[src/rtl/fifo_ctrl.sv]
// fifo_ctrl: pointer/flag controller for an external FIFO memory array.
// The block turns push/pop requests into memory write/read enables and
// addresses. It also tracks occupancy, decodes full/empty/almost flags and
// reports overflow/underflow. The memory data path is outside this block.
//
// Ports:
//   clk           rising-edge clock
//   reset         synchronous, active-high; takes priority over push/pop
//   push, pop     write / read requests
//   write_enable  push & ~full (combinational)
//   read_enable   pop & ~empty (combinational)
//   write_addr    zero-extended write pointer (4 bits)
//   read_addr     zero-extended read pointer (4 bits)
//   data_valid    memory read data valid, one cycle after an accepted pop
//   full, empty   occupancy == DEPTH / occupancy == 0
//   almost_full   occupancy >= AF_TH
//   almost_empty  occupancy <= AE_TH
//   fifo_count    occupancy 0..DEPTH
//   overflow      registered: a push was made while full
//   underflow     registered: a pop was made while empty
//
// Build option FIFO_ERR_STICKY_EN: when it is defined, overflow and underflow
// stay high until reset. When it is not defined, each offending request gives
// a single-cycle pulse.
// ADDR_WIDTH must be <= 4 so that the pointers fit the 4-bit address ports.

module fifo_ctrl #(
    parameter int unsigned ADDR_WIDTH = 3,
    parameter int unsigned AF_TH      = 6,
    parameter int unsigned AE_TH      = 2
) (
    input  logic                  clk,
    input  logic                  reset,
    input  logic                  push,
    input  logic                  pop,
    output logic                  write_enable,
    output logic                  read_enable,
    output logic [3:0]            write_addr,
    output logic [3:0]            read_addr,
    output logic                  data_valid,
    output logic                  full,
    output logic                  empty,
    output logic                  almost_full,
    output logic                  almost_empty,
    output logic [ADDR_WIDTH:0]   fifo_count,
    output logic                  overflow,
    output logic                  underflow
);

    localparam int unsigned CW    = ADDR_WIDTH + 1;
    localparam int unsigned DEPTH = 2 ** ADDR_WIDTH;

    localparam logic [CW-1:0] DepthC = CW'(DEPTH);
    localparam logic [CW-1:0] AfThC  = CW'(AF_TH);
    localparam logic [CW-1:0] AeThC  = CW'(AE_TH);

    typedef enum logic [1:0] {
        StEmpty,
        StActive,
        StFull
    } state_e;

    state_e                state_q, state_d;
    logic [ADDR_WIDTH-1:0] wr_ptr_q, wr_ptr_d;
    logic [ADDR_WIDTH-1:0] rd_ptr_q, rd_ptr_d;
    logic [CW-1:0]         count_q, count_d;
    logic                  data_valid_q, data_valid_d;
    logic                  overflow_q, overflow_d;
    logic                  underflow_q, underflow_d;

    logic wr_acc;
    logic rd_acc;

    // Flags come only from registered state. They never see this cycle's
    // requests.
    assign full         = (state_q == StFull);
    assign empty        = (state_q == StEmpty);
    assign almost_full  = (count_q >= AfThC);
    assign almost_empty = (count_q <= AeThC);

    // Gating acceptance on the flags handles the push+pop corner cases.
    // When empty, only the push is taken. When full, only the pop is taken.
    // There is no read-through-write.
    assign wr_acc = push & ~full;
    assign rd_acc = pop & ~empty;

    assign write_enable = wr_acc;
    assign read_enable  = rd_acc;
    assign write_addr   = 4'(wr_ptr_q);
    assign read_addr    = 4'(rd_ptr_q);
    assign fifo_count   = count_q;
    assign data_valid   = data_valid_q;
    assign overflow     = overflow_q;
    assign underflow    = underflow_q;

    always_comb begin
        // Pointers wrap for free because DEPTH is a power of two.
        wr_ptr_d     = wr_acc ? wr_ptr_q + ADDR_WIDTH'(1) : wr_ptr_q;
        rd_ptr_d     = rd_acc ? rd_ptr_q + ADDR_WIDTH'(1) : rd_ptr_q;
        // Gated acceptance keeps the count within 0..DEPTH, so no clamp is needed.
        count_d      = count_q + CW'(wr_acc) - CW'(rd_acc);
        data_valid_d = rd_acc;
`ifdef FIFO_ERR_STICKY_EN
        overflow_d   = overflow_q | (push & full);
        underflow_d  = underflow_q | (pop & empty);
`else
        overflow_d   = push & full;
        underflow_d  = pop & empty;
`endif
    end

    always_comb begin
        state_d = state_q;
        unique case (state_q)
            StEmpty: begin
                if (wr_acc) begin
                    state_d = (count_d == DepthC) ? StFull : StActive;
                end
            end
            StActive: begin
                if (count_d == DepthC) begin
                    state_d = StFull;
                end else if (count_d == '0) begin
                    state_d = StEmpty;
                end
            end
            StFull: begin
                if (rd_acc) begin
                    state_d = StActive;
                end
            end
            default: state_d = StEmpty;
        endcase
    end

    always_ff @(posedge clk) begin
        if (reset) begin
            state_q      <= StEmpty;
            wr_ptr_q     <= '0;
            rd_ptr_q     <= '0;
            count_q      <= '0;
            data_valid_q <= 1'b0;
            overflow_q   <= 1'b0;
            underflow_q  <= 1'b0;
        end else begin
            state_q      <= state_d;
            wr_ptr_q     <= wr_ptr_d;
            rd_ptr_q     <= rd_ptr_d;
            count_q      <= count_d;
            data_valid_q <= data_valid_d;
            overflow_q   <= overflow_d;
            underflow_q  <= underflow_d;
        end
    end

endmodule

[config.mk]
export PLATFORM = sky130hd
export DESIGN_NAME = fifo_ctrl
export DESIGN_NICKNAME = d
export VERILOG_FILES = /design/src/rtl/fifo_ctrl.sv
export SDC_FILE = /design/constraint.sdc
export NUM_CORES = 1
export LEC_CHECK = 0
export CAP_MARGIN = 30
export CORE_ASPECT_RATIO = 1.1
export CORE_MARGIN = 2
export CORE_UTILIZATION = 35
export CTS_BUF_LIST = sky130_fd_sc_hd__clkbuf_4 sky130_fd_sc_hd__clkbuf_8 sky130_fd_sc_hd__clkbuf_16
export DETAILED_ROUTE_END_ITERATION = 7
export PLACE_DENSITY = 0.67
export SETUP_SLACK_MARGIN = 0.5
export SLEW_MARGIN = 5
export SYNTH_ARGS = -nofsm -noshare
export SYNTH_HDL_FRONTEND = slang
export SYNTH_SLANG_ARGS = --single-unit
[constraint.sdc]
create_clock -name clk -period 2.3 [get_ports clk]
set_input_delay 0.46 -clock clk [delete_from_list [all_inputs] [get_ports clk]]
set_output_delay 0.46 -clock clk [all_outputs]
set_load 0.01 [all_outputs]
==> flow_metrics.py, run 1 <==
metrics = {
    "power": {
        "powerDensity_nw_per_um2": 1279,
        "p_total_w": 0.001541,
        "leakage_nw": 0.5313,
        "peakVddDrop_v": 0.0005823,
    },
    "sta": {
        "finalClockSkew_ns": 0.003858,
        "timing.fmax_ghz": 0.4594,
        "setup_viol": 0,
        "hold_ws_ns": 0.4852,
        "post-route-period-util": 0.9464,
        "slew_viol_final": 0,
        "setup_slack_ns": 0.1234,
        "period_minus_slack_ns": 2.177,
        "grt_setup_unrepaired": "true",
        "finalSetupTns_ns": 0,
        "hold_viol": 0,
    },
    "setup_path": {
        "cp-end-kind": "register",
        "critPathLaunch": "state_q[0]",
        "required_ns": 2.51,
        "r2r-start": "state_q[0]",
        "r2r_end": "state_q[1]",
        "ff2ff_path_depth": 9,
        "cp-start-kind": "register",
        "arrival_ns": 2.39,
        "worst-path-max-fanout": 2,
        "critPathKind": "reg -> reg",
        "crit_end": "state_q[1]",
        "reg2reg_slack_ns": 0.12,
    },
    "global_routing": {
        "grt-ovfl-total": 0,
        "grt_pass1_wl_um": 2856,
        "antenna_found_initial": 0,
        "grt_usage": 0.1515,
        "grt_max_degree": 10,
        "grt_pass1_vias": 650,
    },
    "die": {
        "die_y_um": 53.22,
        "initial_core_util": 0.3775,
        "die-area_um2": 2594,
        "rows": 17,
        "fp.dieW_um": 48.74,
        "io_pins": 25,
        "coreArea_um2": 2042,
    },
    "clock_tree": {
        "cts-root-buf": "clkbuf_4",
        "cts_tree": "yes",
        "clk_pin_slew_ns": 0.09,
        "h-tree-depth": 1,
        "cts_buffers": 3,
        "clock-sinks": 15,
        "clk_latency_ns": 0.29,
        "clock_path_buffers": 2,
    },
    "logic_synthesis": {
        "syn_area_um2": 770.7,
        "ys.flop_type": "dfxtp_1",
        "ys_async_sr_fraction": 0,
        "ys_warn_count": 0,
        "postSynthAreaPerCell_um2": 9.068,
        "yosys_register_bits": 15,
        "netlist_instances": 85,
        "yosysSeqAreaShare": 0.3896,
        "yosysUniqueCellTypes": 26,
        "synth_edf_count": 0,
    },
    "final_layout": {
        "num_antenna_cells": 0,
        "final_layout_size_suffix_gt1_frac": 0.3415,
        "finalInstanceArea_um2": 1205,
        "nets": 138,
        "syn_to_final_growth_pct": 56.33,
    },
    "placement": {
        "finalWeightedCongestion": 0.7343,
        "place_ws_ns": -0.5056,
        "place_area_um2": 1144,
        "hpwl_um": 1250,
        "portBuffers": 22,
    },
    "drt": {
        "wl_per_cell_um": 11.08,
        "drt-total-wl_um": 1673,
        "viasPerCell": 4.609,
        "drt_first_pass_iters": 4,
        "vias": 696,
        "drt_iter0_markers": 12,
        "drc": 0,
        "ant_nets": 0,
    },
    "hold_path": {
        "min_path_type": "reg -> reg",
        "hold_start": "wr_ptr_q[1]",
    },
    "flow_run": {
        "cap_violations": 0,
    },
    "outcome": {
        "status": "complete, no violations",
    },
}
per-layer routing:
metal,vias up,track usage,share of wire
li1,347,-,-
met1,321,0.1588,0.43
met2,20,0.2534,0.48
met3,8,0.03955,0.047
met4,0,0.1381,0.045
met5,-,0,0
registers in the layout (all words and copies together) (netlist names):
name / cells
fifo_count: 4
rd_ptr_q: 3
wr_ptr_q: 3
state_q: 2
data_valid: 1
overflow: 1
underflow: 1
critical path, stage by stage (launching register included):
cell and delay [ns]:
dfxtp_2 0.34, o21a_4 0.22, ha_4 0.24, inv_4 0.05, ha_4 0.12, inv_2 0.03
fa_2 0.53, nand3_2 0.08, or3_1 0.32, o31ai_2 0.16
through the flow:
stage,utilization,cells
6_report,0.5901,151
5_1_grt,0.5901,151
4_1_cts,0.5882,151
3_5_place_dp,0.5600,144
3_3_place_gp,0.5600,144
2_1_floorplan,-,86
final cells by class:
type / instances / area [um2]
inverter: 11 / 43.79
sequential: 15 / 305.3
clock buffer: 4 / 30.03
fill: 190 / 837.1
timing repair buffer: 37 / 317.8
tap: 28 / 35.03
multi-input combinational: 56 / 473.0
power by group:
group | total, W | switching [W] | leakage [nW] | internal [W]
registers | 0.000382 | 0.0000501 | 0.124 | 0.000332
clock network | 0.000166 | 0.0000867 | 0.0184 | 0.0000792
logic | 0.000993 | 0.000446 | 0.389 | 0.000547
repair_timing:
action | 4_1_cts | 5_1_grt
pin swaps | 4 | 3
gates resized for setup | 17 | 6
setup endpoints to repair | 12 | 10
buffers inserted | 3 | 0
hold buffers | 0 | 0
cell families after synthesis:
family,count (synthesis),share of synthesized area
fa+ha+maj,10,0.1721
mux,2,0.02598
simple gates,26,0.1559
other cells,1,0.004865
flops,15,0.3896
buf+inv,15,0.08440
xor+xnor,6,0.06818
compound gates,10,0.09902
cells in the final DEF (no fill, tap or decap), drive strengths merged, types with 2 or more instances in the layout:
cell           Yosys  layout
clkdlybuf4s50      0      16
buf                3      16
dfxtp             15      15
nor2              11      11
inv               11      11
ha                 9       9
nand2              6       6
clkbuf             1       5
dlygate4sd2        0       4
xor2               4       4
nand3              3       3
a21oi              3       3
mux2i              2       2
or3                2       2
conb               1       2
o21a               2       2
xnor2              2       2
cell usage after synthesis (2+ instances only):
cell type	number	share of area
mux2i_1	2	0.026
xor2_1	4	0.045
xnor2_1	2	0.023
buf_4	2	0.019
a21oi_1	3	0.019
or3_1	2	0.016
inv_1	11	0.054
o21a_1	2	0.019
dfxtp_1	15	0.39
nor2_1	11	0.054
nand2_1	6	0.029
nand3_1	3	0.019
ha_1	9	0.15
worst min path at each step:
stage	endpoint	depth (start not counted)
2_1_floorplan	wr_ptr_q[1]	2
3_3_place_gp	wr_ptr_q[1]	2
3_5_place_dp	wr_ptr_q[1]	2
4_1_cts	wr_ptr_q[1]	2
5_1_grt	wr_ptr_q[1]	2
6_report	wr_ptr_q[1]	2
(Power assumes the default switching activity.)
==> run 2, diff against run 1 <==
--- a/config.mk
+++ b/config.mk
@@ -8,10 +8,10 @@
 export CAP_MARGIN = 30
 export CORE_ASPECT_RATIO = 1.1
 export CORE_MARGIN = 2
-export CORE_UTILIZATION = 35
+export CORE_UTILIZATION = 40
 export CTS_BUF_LIST = sky130_fd_sc_hd__clkbuf_4 sky130_fd_sc_hd__clkbuf_8 sky130_fd_sc_hd__clkbuf_16
 export DETAILED_ROUTE_END_ITERATION = 7
-export PLACE_DENSITY = 0.67
+export PLACE_DENSITY = 0.75
 export SETUP_SLACK_MARGIN = 0.5
 export SLEW_MARGIN = 5
 export SYNTH_ARGS = -nofsm -noshare
==> run 2 against run 1 <==
Maximum frequency decreased by 1.4%. Highest routed layer unchanged. Largest cell class unchanged. Via count is 1.7% higher. Sequential power about the same.
==> flow_metrics.py, run 2 (synthesis gave the netlist of run 1 again) <==
metrics = {
    "clock_tree": {
        "cts-root-buf": "clkbuf_4",
        "clk_latency_ns": 0.29,
        "clock_path_buffers": 2,
        "cts_tree": "yes",
        "h-tree-depth": 1,
        "clk_pin_slew_ns": 0.08,
        "clock-sinks": 15,
        "cts_buffers": 3,
    },
    "setup_path": {
        "cp-end-kind": "register",
        "worst-path-max-fanout": 2,
        "required_ns": 2.50,
        "critPathKind": "reg -> reg",
        "arrival_ns": 2.41,
        "cp-start-kind": "register",
    },
    "drt": {
        "drc": 0,
        "drt_first_pass_iters": 4,
        "wl_per_cell_um": 12.40,
        "vias": 708,
        "viasPerCell": 4.883,
        "ant_nets": 0,
        "drt_iter0_markers": 6,
        "drt-total-wl_um": 1798,
    },
    "sta": {
        "timing.fmax_ghz": 0.4529,
        "grt_setup_unrepaired": "true",
        "slew_viol_final": 0,
        "finalClockSkew_ns": 0.01019,
        "post-route-period-util": 0.9601,
        "hold_viol": 0,
        "period_minus_slack_ns": 2.208,
        "setup_viol": 0,
        "hold_ws_ns": 0.4802,
    },
    "final_layout": {
        "finalNonFillerCells": 145,
        "num_antenna_cells": 0,
        "nets": 142,
        "final_layout_size_suffix_gt1_frac": 0.4016,
        "final_cell_mix": "buf_4, clkdlybuf4s50_1, dfxtp_1",
        "layout_commonest_cell": "buf_4",
        "nFillCells": 146,
        "largest_register_ffs": 4,
        "syn_to_final_growth_pct": 64.12,
    },
    "placement": {
        "hpwl_um": 1290,
        "portBuffers": 22,
        "dpl.cell_count": 134,
        "finalWeightedCongestion": 0.7741,
    },
    "hold_path": {
        "min_path_type": "in -> reg",
    },
    "die": {
        "io_pins": 25,
        "initial_core_util": 0.4278,
        "fp.dieW_um": 45.86,
        "die_y_um": 50.04,
        "die-area_um2": 2295,
        "rows": 16,
        "coreArea_um2": 1802,
    },
    "global_routing": {
        "grt-ovfl-total": 0,
        "grt_usage": 0.1692,
        "grt_max_degree": 10,
        "antenna_found_initial": 0,
        "grt_pass1_vias": 660,
        "grt_pass1_wl_um": 2808,
    },
    "power": {
        "p_total_w": 0.001691,
        "leakage_nw": 0.5545,
        "powerDensity_nw_per_um2": 1337,
        "peakVddDrop_v": 0.0007229,
    },
    "outcome": {
        "status": "complete, no violations",
    },
    "flow_run": {
        "cap_violations": 0,
    },
}
-- run 2: cell count changes in the layout (fill, tap and decap cells not counted), sizes merged --
cell and delta:
buf +5, clkbuf -1, clkinv +1, dlygate4sd2 -1
-- run 2: critical path, cell delays in order, from the launching register on --
cell	delay [ns]
dfxtp_2	0.33
o21a_4	0.22
ha_4	0.24
inv_4	0.05
ha_4	0.13
inv_2	0.03
fa_2	0.53
nand3_2	0.08
or3_4	0.34
o31ai_2	0.17
-- run 2: worst paths after layout --
| check | start | end | slack (ns) | cells after the start |
|---|---|---|---|---|
| max | state_q[0] | state_q[1] | 0.09 | 9 |
| min | pop | underflow | 0.48 | 2 |
| max reg2reg | state_q[0] | state_q[1] | 0.09 | 9 |
| min reg2reg | wr_ptr_q[1] | wr_ptr_q[1] | 0.49 | 2 |
-- run 2: routing by layer --
metal  vias up  wire length (um)  global-route usage
met4         0                23             0.04286
met1       331               721              0.1708
met3         4                94             0.07326
li1        354                 -                   -
met2        19               959              0.3032
met5         -                 0                   0
-- run 2: layout make-up --
cell class | instances | area [um2] | area share
Clock inverter | 1 | 5.005 | 0.003956
Timing Repair Buffer | 41 | 357.8 | 0.2829
Tap cell | 18 | 22.52 | 0.01780
Sequential cell | 15 | 305.3 | 0.2413
Multi-Input combinational cell | 56 | 508.0 | 0.4016
Clock buffer | 3 | 22.52 | 0.01780
Inverter | 11 | 43.79 | 0.03462
-- run 2: timing repair --
action	4_1_cts	5_1_grt
gates cloned	0	0
hold buffers	0	0
buffers inserted	3	4
endpoints found under the setup margin	12	9
pin swaps	5	5
gates resized for setup	24	10
-- run 2: stage by stage --
stage	util	TNS (ns)	setup WS [ns]	cell area, um2
after global routing	0.7021	0	0.02620	1265
after CTS	0.6715	0	0.1013	1210
after detailed placement	0.6278	-1.341	-0.5603	1131
after global placement	0.6278	-1.179	-0.5061	1131
after floorplan	-	-0.03309	-0.03309	828.3
final	0.7021	0	0.09179	1265
-- run 2: power by group --
part / leakage (nW) / internal [W] / switching (W)
combinational: 0.413 / 0.000645 / 0.000515
sequential: 0.124 / 0.000331 / 0.0000496
clock: 0.0177 / 0.0000646 / 0.0000852
total: 0.555 / 0.00104 / 0.000650
==> run 3, diff against run 2 <==
--- a/config.mk
+++ b/config.mk
@@ -8,10 +8,10 @@
 export CAP_MARGIN = 30
 export CORE_ASPECT_RATIO = 1.1
 export CORE_MARGIN = 2
-export CORE_UTILIZATION = 40
-export CTS_BUF_LIST = sky130_fd_sc_hd__clkbuf_4 sky130_fd_sc_hd__clkbuf_8 sky130_fd_sc_hd__clkbuf_16
+export CORE_UTILIZATION = 41
+export CTS_BUF_LIST = sky130_fd_sc_hd__clkbuf_8
 export DETAILED_ROUTE_END_ITERATION = 7
-export PLACE_DENSITY = 0.75
+export PLACE_DENSITY = 0.76
 export SETUP_SLACK_MARGIN = 0.5
 export SLEW_MARGIN = 5
 export SYNTH_ARGS = -nofsm -noshare
==> run 3 against run 2 <==
Sequential power about the same. Count of clock-buffer cells in the layout unchanged. Clock power up 41%. Clock skew down 0.0055 ns. Critical path type unchanged. Largest power group unchanged.
==> flow_metrics.py, run 3 (synthesis gave the netlist of run 1 again) <==
metrics = {
    "setup_path": {
        "max_stage_delay_ns": 0.35,
        "crit_chain": "o21a_4 -> ha_4 -> inv_2 -> ha_4 -> inv_2 -> fa_2 -> xor2_2 -> buf_4 -> buf_6 -> a31oi_1 -> o21a_1 -> o31a_2",
        "arrival_ns": 2.33,
        "critPathKind": "reg -> reg",
        "cp-end-kind": "register",
        "required_ns": 2.43,
        "cp_slowest_cell": "fa_2",
        "cp-start-kind": "register",
        "worst-path-max-fanout": 2,
    },
    "sta": {
        "timing.fmax_ghz": 0.4560,
        "finalSetupTns_ns": 0,
        "hold_viol": 0,
        "slew_viol_final": 0,
        "post-route-period-util": 0.9534,
        "finalClockSkew_ns": 0.004708,
        "period_minus_slack_ns": 2.193,
        "setup_slack_ns": 0.1072,
        "setup_viol": 0,
        "grt_setup_unrepaired": "true",
    },
    "final_layout": {
        "final_cell_mix": "buf_4, clkdlybuf4s50_1, dfxtp_1",
        "num_antenna_cells": 0,
        "nets": 139,
        "finalNonFillerCells": 142,
        "largest_register_ffs": 4,
        "layout_commonest_cell": "buf_4",
        "syn_to_final_growth_pct": 58.93,
        "final_layout_size_suffix_gt1_frac": 0.3790,
    },
    "die": {
        "die_y_um": 49.48,
        "io_pins": 25,
        "fp.dieW_um": 45.34,
        "initial_core_util": 0.4326,
        "die-area_um2": 2243,
        "coreArea_um2": 1782,
        "rows": 16,
    },
    "drt": {
        "wl_per_cell_um": 12.99,
        "drt_iter0_markers": 3,
        "vias": 694,
        "drc": 0,
        "drt_first_pass_iters": 4,
        "viasPerCell": 4.887,
        "ant_nets": 0,
        "drt-total-wl_um": 1845,
    },
    "global_routing": {
        "grt_usage": 0.1867,
        "grt_pass1_vias": 730,
        "grt_max_degree": 11,
        "grt-ovfl-total": 0,
        "antenna_found_initial": 0,
        "grt_pass1_wl_um": 3049,
    },
    "placement": {
        "place_ws_ns": -0.5568,
        "hpwl_um": 1391,
        "portBuffers": 22,
        "finalWeightedCongestion": 0.8036,
        "dpl.cell_count": 134,
    },
    "clock_tree": {
        "cts-root-buf": "clkbuf_8",
        "clock_path_buffers": 2,
        "cts_buffers": 3,
        "clk_latency_ns": 0.25,
        "cts_tree": "yes",
        "h-tree-depth": 1,
        "clk_pin_slew_ns": 0.06,
        "clock-sinks": 15,
    },
    "power": {
        "powerDensity_nw_per_um2": 1376,
        "peakVddDrop_v": 0.0006141,
        "p_total_w": 0.001686,
        "leakage_nw": 0.5488,
    },
    "flow_run": {
        "cap_violations": 0,
    },
    "outcome": {
        "status": "complete, no violations",
    },
    "hold_path": {
        "min_path_type": "reg -> reg",
    },
}
[run 3: cell types whose count changed in the layout (fill, tap and decap cells not counted), moves of 2 or more]
cell	change
clkbuf_8	+3
clkbuf_2	+2
ha_1	+2
buf_4	-2
buf_6	-2
clkdlybuf4s50_1	-2
clkbuf_4	-3
inv_1	+2
[run 3: per-layer routing]
metal,track usage,part of all wire,vias up
met5,0,0,-
met2,0.3119,0.54,18
met4,0.08824,0.025,0
met1,0.2210,0.41,322
li1,-,-,348
met3,0.03663,0.027,6
[run 3: timing repair]
item	CTS	global route
resized for setup	24	9
hold buffers	0	0
endpoints found under the setup margin	11	9
buffers inserted	4	0
pin swaps	9	4
[run 3: final timing paths]
path	startpoint	endpoint	slack, ns	cells past startpoint
max	state_q[1]	state_q[0]	0.11	12
min	wr_ptr_q[1]	wr_ptr_q[1]	0.47	2
max reg2reg	state_q[1]	state_q[0]	0.11	12
min reg2reg	wr_ptr_q[1]	wr_ptr_q[1]	0.47	2
[run 3: cell type report]
type / count / area, um2
repair buffers: 38 / 320.3
inverters: 11 / 41.29
clock inverters: 1 / 3.754
flip-flops and latches: 15 / 305.3
clock buffers: 3 / 41.29
multi-input cells: 56 / 490.5
well taps: 18 / 22.52
fillers: 139 / 556.8
[run 3: critical path: cells and delay by family, from the launching register on]
kind            cells  cell delay [ns]
fa+ha+maj           3             0.68
compound gates      4             0.58
flops               1             0.33
buf+inv             4             0.31
xor+xnor            1             0.17
[run 3: power by group]
group	leakage, nW	total, W	internal [W]	switching [W]
combinational	0.397	0.00109	0.000610	0.000479
sequential	0.124	0.000384	0.000332	0.0000521
clock	0.0269	0.000212	0.000118	0.0000940
[run 3: per-stage QoR]
| stage | area [um2] | hold slack, ns | utilization |
|---|---|---|---|
| finish | 1225 | 0.4739 | 0.6875 |
| global route | 1225 | 0.5118 | 0.6875 |
| CTS | 1217 | 0.4778 | 0.6833 |
| detailed placement | 1131 | 0.4701 | 0.6348 |
| global placement | 1131 | 0.4678 | 0.6348 |
| floorplan | 828.3 | 0.4959 | - |
